--- src/rtl/mips_pkg.sv ---
// Shared types and default widths for the register-bank writeback path.
package mips_pkg;

  localparam int unsigned MIPS_WL         = 32;
  localparam int unsigned MIPS_AL         = 5;
  localparam int unsigned MIPS_STARVE_MAX = 3;

  // One queued writeback: destination register plus result word.
  typedef struct packed {
    logic [MIPS_AL-1:0] addr;
    logic [MIPS_WL-1:0] data;
  } wb_entry_t;

  // Source selected for the register-bank write port in a given cycle.
  typedef enum logic [1:0] {
    SRC_NONE = 2'd0,
    SRC_WB   = 2'd1,
    SRC_MDU  = 2'd2
  } wr_src_e;

endpackage

--- src/rtl/wb_skid_fifo.sv ---
// Small skid FIFO holding MDU results until the write port is free.
module wb_skid_fifo
  import mips_pkg::*;
#(
  parameter int unsigned DEPTH = 2
) (
  input  logic                   clk,
  input  logic                   rst,
  input  logic                   push,
  input  wb_entry_t              push_data,
  input  logic                   pop,
  output wb_entry_t              head,
  output logic                   full,
  output logic                   empty,
  output logic [$clog2(DEPTH):0] count
);

  localparam int unsigned PW = $clog2(DEPTH);
  localparam int unsigned CW = PW + 1;

  wb_entry_t         r_mem [DEPTH];
  logic [PW-1:0]     r_wr_ptr;
  logic [PW-1:0]     r_rd_ptr;
  logic [CW-1:0]     r_count;
  logic              w_push;
  logic              w_pop;

  assign full   = (r_count == CW'(DEPTH));
  assign empty  = (r_count == '0);
  assign count  = r_count;
  assign head   = r_mem[r_rd_ptr];

  // Push is refused when full, pop is ignored when empty.
  assign w_push = push && !full;
  assign w_pop  = pop && !empty;

  // Storage array; no reset needed since count gates visibility.
  always_ff @(posedge clk) begin
    if (w_push) begin
      r_mem[r_wr_ptr] <= push_data;
    end
  end

  // Pointers wrap naturally because DEPTH is a power of two.
  always_ff @(posedge clk or posedge rst) begin
    if (rst) begin
      r_wr_ptr <= '0;
      r_rd_ptr <= '0;
    end else begin
      if (w_push) r_wr_ptr <= r_wr_ptr + PW'(1);
      if (w_pop)  r_rd_ptr <= r_rd_ptr + PW'(1);
    end
  end

  // Occupancy count; simultaneous push and pop leave it unchanged.
  always_ff @(posedge clk or posedge rst) begin
    if (rst) begin
      r_count <= '0;
    end else begin
      unique case ({w_push, w_pop})
        2'b10:   r_count <= r_count + CW'(1);
        2'b01:   r_count <= r_count - CW'(1);
        default: r_count <= r_count;
      endcase
    end
  end

endmodule

--- src/rtl/rf_wb_arbiter.sv ---
// Arbitrates the register-bank write port between the pipeline WB stage
// and queued MDU results, and tracks registers awaiting an MDU result.
module rf_wb_arbiter
  import mips_pkg::*;
#(
  parameter int unsigned WL         = MIPS_WL,
  parameter int unsigned AL         = MIPS_AL,
  parameter int unsigned DEPTH      = 2,
  parameter int unsigned STARVE_MAX = MIPS_STARVE_MAX
) (
  input  logic          clk,
  input  logic          rst,
  input  logic          wb_valid,
  input  logic [AL-1:0] wb_addr,
  input  logic [WL-1:0] wb_data,
  output logic          wb_stall,
  input  logic          mdu_valid,
  output logic          mdu_ready,
  input  logic [AL-1:0] mdu_addr,
  input  logic [WL-1:0] mdu_data,
  input  logic          iss_valid,
  input  logic [AL-1:0] iss_addr,
  input  logic [AL-1:0] rs_addr,
  input  logic [AL-1:0] rt_addr,
  output logic          rs_busy,
  output logic          rt_busy,
  output logic          wr_en,
  output logic [AL-1:0] w_addr,
  output logic [WL-1:0] w_data
);

  localparam int unsigned CW = $clog2(DEPTH) + 1;
  localparam int unsigned SW = $clog2(STARVE_MAX + 1);
  localparam int unsigned NR = 2 ** AL;

  // FIFO interface
  wb_entry_t     w_push_entry;
  wb_entry_t     w_head;
  logic          w_push;
  logic          w_pop;
  logic          w_full;
  logic          w_empty;
  logic [CW-1:0] w_count;

  // Arbitration and registered write port
  wr_src_e       w_src;
  logic          w_wr_en_n;
  logic [AL-1:0] w_addr_n;
  logic [WL-1:0] w_data_n;
  logic          r_wr_en;
  logic [AL-1:0] r_w_addr;
  logic [WL-1:0] r_w_data;

  // Starvation guard
  logic [SW-1:0] r_starve;
  logic [SW-1:0] w_starve_n;
  logic          r_wb_stall;
  logic          w_wb_stall_n;

  // Pending-write scoreboard
  logic [NR-1:0] r_busy;
  logic [NR-1:0] w_busy_n;

  assign w_push_entry = '{addr: mdu_addr, data: mdu_data};

  // Ready is held low throughout reset so the MDU cannot push into a
  // FIFO that is being cleared.
  assign mdu_ready = (w_count < CW'(DEPTH)) && !rst;
  assign w_push    = mdu_valid && mdu_ready && !w_full;

  wb_skid_fifo #(
    .DEPTH (DEPTH)
  ) u_fifo (
    .clk       (clk),
    .rst       (rst),
    .push      (w_push),
    .push_data (w_push_entry),
    .pop       (w_pop),
    .head      (w_head),
    .full      (w_full),
    .empty     (w_empty),
    .count     (w_count)
  );

  // Pick the write source: a forced MDU slot beats WB, WB beats an idle MDU pop.
  always_comb begin
    w_src = SRC_NONE;
    if (r_wb_stall && !w_empty) begin
      w_src = SRC_MDU;
    end else if (wb_valid) begin
      w_src = SRC_WB;
    end else if (!w_empty) begin
      w_src = SRC_MDU;
    end
  end

  assign w_pop = (w_src == SRC_MDU);

  // Build the next write-port value; register 0 is consumed without a write.
  always_comb begin
    w_wr_en_n = 1'b0;
    w_addr_n  = r_w_addr;
    w_data_n  = r_w_data;
    unique case (w_src)
      SRC_WB: begin
        if (wb_addr != '0) begin
          w_wr_en_n = 1'b1;
          w_addr_n  = wb_addr;
          w_data_n  = wb_data;
        end
      end
      SRC_MDU: begin
        if (w_head.addr != '0) begin
          w_wr_en_n = 1'b1;
          w_addr_n  = w_head.addr;
          w_data_n  = w_head.data;
        end
      end
      default: ;
    endcase
  end

  // Register the write port for a fixed one-cycle latency.
  always_ff @(posedge clk or posedge rst) begin
    if (rst) begin
      r_wr_en  <= 1'b0;
      r_w_addr <= '0;
      r_w_data <= '0;
    end else begin
      r_wr_en  <= w_wr_en_n;
      r_w_addr <= w_addr_n;
      r_w_data <= w_data_n;
    end
  end

  assign wr_en  = r_wr_en;
  assign w_addr = r_w_addr;
  assign w_data = r_w_data;

  // Count cycles the FIFO head waits; stall WB once the wait limit is reached.
  always_comb begin
    if (w_pop || w_empty) begin
      w_starve_n = '0;
    end else if (r_starve == SW'(STARVE_MAX)) begin
      w_starve_n = r_starve;
    end else begin
      w_starve_n = r_starve + SW'(1);
    end
    w_wb_stall_n = (r_starve == SW'(STARVE_MAX - 1)) && !w_pop && !w_empty;
  end

  // Starvation counter and registered stall flag.
  always_ff @(posedge clk or posedge rst) begin
    if (rst) begin
      r_starve   <= '0;
      r_wb_stall <= 1'b0;
    end else begin
      r_starve   <= w_starve_n;
      r_wb_stall <= w_wb_stall_n;
    end
  end

  assign wb_stall = r_wb_stall;

  // Scoreboard update: clear on MDU pop, then set on issue so a same-cycle
  // set of the popped address wins.
  always_comb begin
    w_busy_n = r_busy;
    if (w_pop) begin
      w_busy_n[w_head.addr] = 1'b0;
    end
    if (iss_valid && (iss_addr != '0)) begin
      w_busy_n[iss_addr] = 1'b1;
    end
    w_busy_n[0] = 1'b0;
  end

  // Scoreboard register.
  always_ff @(posedge clk or posedge rst) begin
    if (rst) begin
      r_busy <= '0;
    end else begin
      r_busy <= w_busy_n;
    end
  end

  assign rs_busy = r_busy[rs_addr] && (rs_addr != '0);
  assign rt_busy = r_busy[rt_addr] && (rt_addr != '0);

endmodule

--- config.mk ---
export PLATFORM = sky130hd
export DESIGN_NAME = rf_wb_arbiter
export DESIGN_NICKNAME = d
export VERILOG_FILES = /design/src/rtl/mips_pkg.sv /design/src/rtl/wb_skid_fifo.sv /design/src/rtl/rf_wb_arbiter.sv
export SDC_FILE = /design/constraint.sdc
export NUM_CORES = 1
export LEC_CHECK = 0
export ABC_AREA = 1
export CORE_ASPECT_RATIO = 1.4
export CORE_UTILIZATION = 30
export DETAILED_ROUTE_END_ITERATION = 7
export SYNTH_ARGS = -nofsm -noshare
export SYNTH_HDL_FRONTEND = slang
export SYNTH_SLANG_ARGS = --single-unit
--- constraint.sdc ---
create_clock -name clk -period 2.7 [get_ports clk]
set_input_delay 0.54 -clock clk [delete_from_list [all_inputs] [get_ports clk]]
set_output_delay 0.54 -clock clk [all_outputs]
set_load 0.03 [all_outputs]
==> metrics.cfg <==
[sta]
fin_crit_sh=0.9407
period_needed_ns=2.540
worst_pin_slew_ns=0.5594
finalSetupViolCount=0
timing.final.ws_setup_ns=0.1602
hold_violations=0
rsz0062_at_grt=no
fin_skew_ns=0.008942
slew_viol_final=0
fin_tns_setup_ns=0
fin_hold_ws_ns=0.4700
max_slew_margin=0.6271
fmax_mhz=393.7

[critical_path]
crit_fanout=8
timing.critical_path.from=rt_addr[0]
end_kind=output pin
cp.arrival_ns=2.00
cp.required_ns=2.16
startpoint_type=input port
r2r_start=u_fifo.count[0]
ff2ff_path_depth=10
path_class=input port to output pin

[layout]
fill_cells=2254
finalNonFillerCells=1232
post-route-util=0.4094
drive_above_1_share=0.1210
postLayoutCellArea_um2=9499
nets=1012
area_growth_pct=33.94
diodes=0

[clocking]
clock-sinks=150
root_buffer=clkbuf_16
clock_path_buffers=2
post-cts-setup-buffer-count=0
clkTransAtPathRegs_ns=0.06
postCtsHoldBufs=0
htreeDepth=4
cts_made_buffers=17
cts_tree=done
insertion_delay_ns=0.43

[hold_path]
min_path_cells=2
min_path_type=register to register
hold_start=w_data[6]

[placed_design]
dp_slack_ns=0.1284
io_buffer_count=135
detailed_place_hpwl_um=14420
gp_congestion=0.9013
place_area_um2=8916
dp.cells=1200

[global_route]
grt_usage=0.1678
grt_overflow=0
grt_pass1_wl_um=30710
grt_pass1_vias=5682
antenna_found_initial=0
grt_max_degree=41

[power_and_ir_drop]
power.total_mw=9.802
p_leak_nw=3.924
power.density_nw_per_um2=1032
ir_worst_vdd_mv=0.5684

[yosys]
yosysWarnings=0
synth_area_um2=7092
ys_types=31
synth_top_cell_by_area=edfxtp_1
avgSynthCellArea_um2=9.331
syn_inst=760
synth_nets=859
ys_seq_elements=150
ys_top_cells_by_area=edfxtp_1, dfrtp_1, nand2_1
synth-seq-area-share=0.5815
synth.top_cell.area_share=0.3133

[job]
maxCapViolations=0

[route]
num_vias=5785
routed_wl_um=19600
drtPass1Iterations=5
drc=0
drtIter0Drc=343
routedWlPerCell_um=15.91
vias_per_cell=4.696
ant_nets=0

[floorplan]
die_h_um=183.9
start_util=0.3056
die_w_um=131.9
io_pins=136
dieArea_um2=24270
rows=66
core_area_um2=23200

[run_status]
status=finished clean

==> cell type report <==
cell class | instances | area, um2 | share of cell area
sequential | 150 | 4124 | 0.4341
clock buffer | 18 | 439.2 | 0.04623
tap | 306 | 382.9 | 0.04031
multi-input combinational | 523 | 2582 | 0.2719
timing repair buffer | 164 | 1614 | 0.1699
clock inverter | 14 | 141.4 | 0.01488
inverter | 57 | 215.2 | 0.02266
==> repair_timing <==
action | CTS | global route
endpoints found under the hold margin | 0 | 0
resized for setup | 0 | 1
endpoints found under the setup margin | 0 | 1
==> logic make-up (layout without fill, tap and decap cells) <==
family / Yosys count / after routing / share of synthesized area
and+or+nand+nor: 349 / 349 / 0.2257
DFF: 150 / 150 / 0.5815
adders and majority gates: 5 / 5 / 0.008821
buffers and inverters: 87 / 253 / 0.05681
xor gates and xnor gates: 5 / 5 / 0.006176
AOI/OAI and AO/OA: 164 / 164 / 0.1210
==> path summary, 6_finish.rpt <==
check                             endpoint  slack (ns)
min in group asynchronous  u_fifo.count[1]        0.57
hold / removal                   w_data[6]        0.47
setup / recovery                   rt_busy        0.16
hold reg to reg                  w_data[6]        0.47
setup reg to reg                 r_busy[7]        0.59
max in group asynchronous        w_data[6]        1.70
==> cell usage after synthesis, drive strengths merged <==
master / n
nand2: 214
o21ai: 140
dfrtp: 76
edfxtp: 74
nand3: 69
nor2: 57
inv: 56
clkbuf: 16
buf: 14
o211ai: 12
a21oi: 8
nor3: 7
ha: 5
xor2: 3
a31oi: 2
nand4: 2
xnor2: 2
clkinv: 1
o21bai: 1
o31ai: 1
==> routing by layer <==
layer,wire length (um),GRT usage,up-vias,share of wire
li1,-,-,2865,-
met1,7759,0.1876,2709,0.40
met2,10250,0.3014,177,0.52
met3,914,0.03088,34,0.047
met4,673,0.09116,0,0.034
met5,0,0,-,0
==> flip-flops by register name, summed over array words and instances (netlist names) <==
signal	flops
w_addr	5
u_fifo.r_wr_ptr	1
u_fifo.r_mem	74
wb_stall	1
u_fifo.count	2
u_fifo.r_rd_ptr	1
wr_en	1
r_busy	31
w_data	32
r_starve	2
==> critical path, cell delays in order <==
cell,delay [ns]
clkdlybuf4s50_1,0.53
inv_1,0.17
nand2_1,0.10
nand3_1,0.07
nand2_1,0.12
nand2_1,0.06
nand2_1,0.06
inv_1,0.04
nand2_1,0.05
nand2_1,0.04
nand2_1,0.09
buf_12,0.12
==> cells in the final DEF (no fill, tap or decap), types with 3 or more instances in the layout <==
cell type | synthesis | final
nand3_1 | 39 | 39
inv_6 | 0 | 6
nand2_2 | 6 | 6
o21ai_1 | 41 | 41
dfrtp_1 | 76 | 76
clkinvlp_4 | 0 | 4
nand3_2 | 30 | 30
ha_1 | 5 | 5
edfxtp_1 | 74 | 74
nand2_1 | 206 | 206
nor3_1 | 7 | 7
inv_1 | 51 | 50
nor2_1 | 55 | 52
nor2_4 | 1 | 3
buf_12 | 1 | 4
o21ai_0 | 99 | 99
xor2_1 | 3 | 3
a21oi_1 | 8 | 8
inv_2 | 5 | 5
clkbuf_16 | 0 | 17
buf_4 | 3 | 27
clkdlybuf4s50_1 | 0 | 133
o211ai_1 | 12 | 12
==> power by group <==
group / internal (mW) / switching, mW / total (mW)
combinational: 1.47 / 2.51 / 3.98
clock: 1.32 / 0.988 / 2.30
sequential: 3.09 / 0.427 / 3.52
Power figures use the tool's default switching activity.
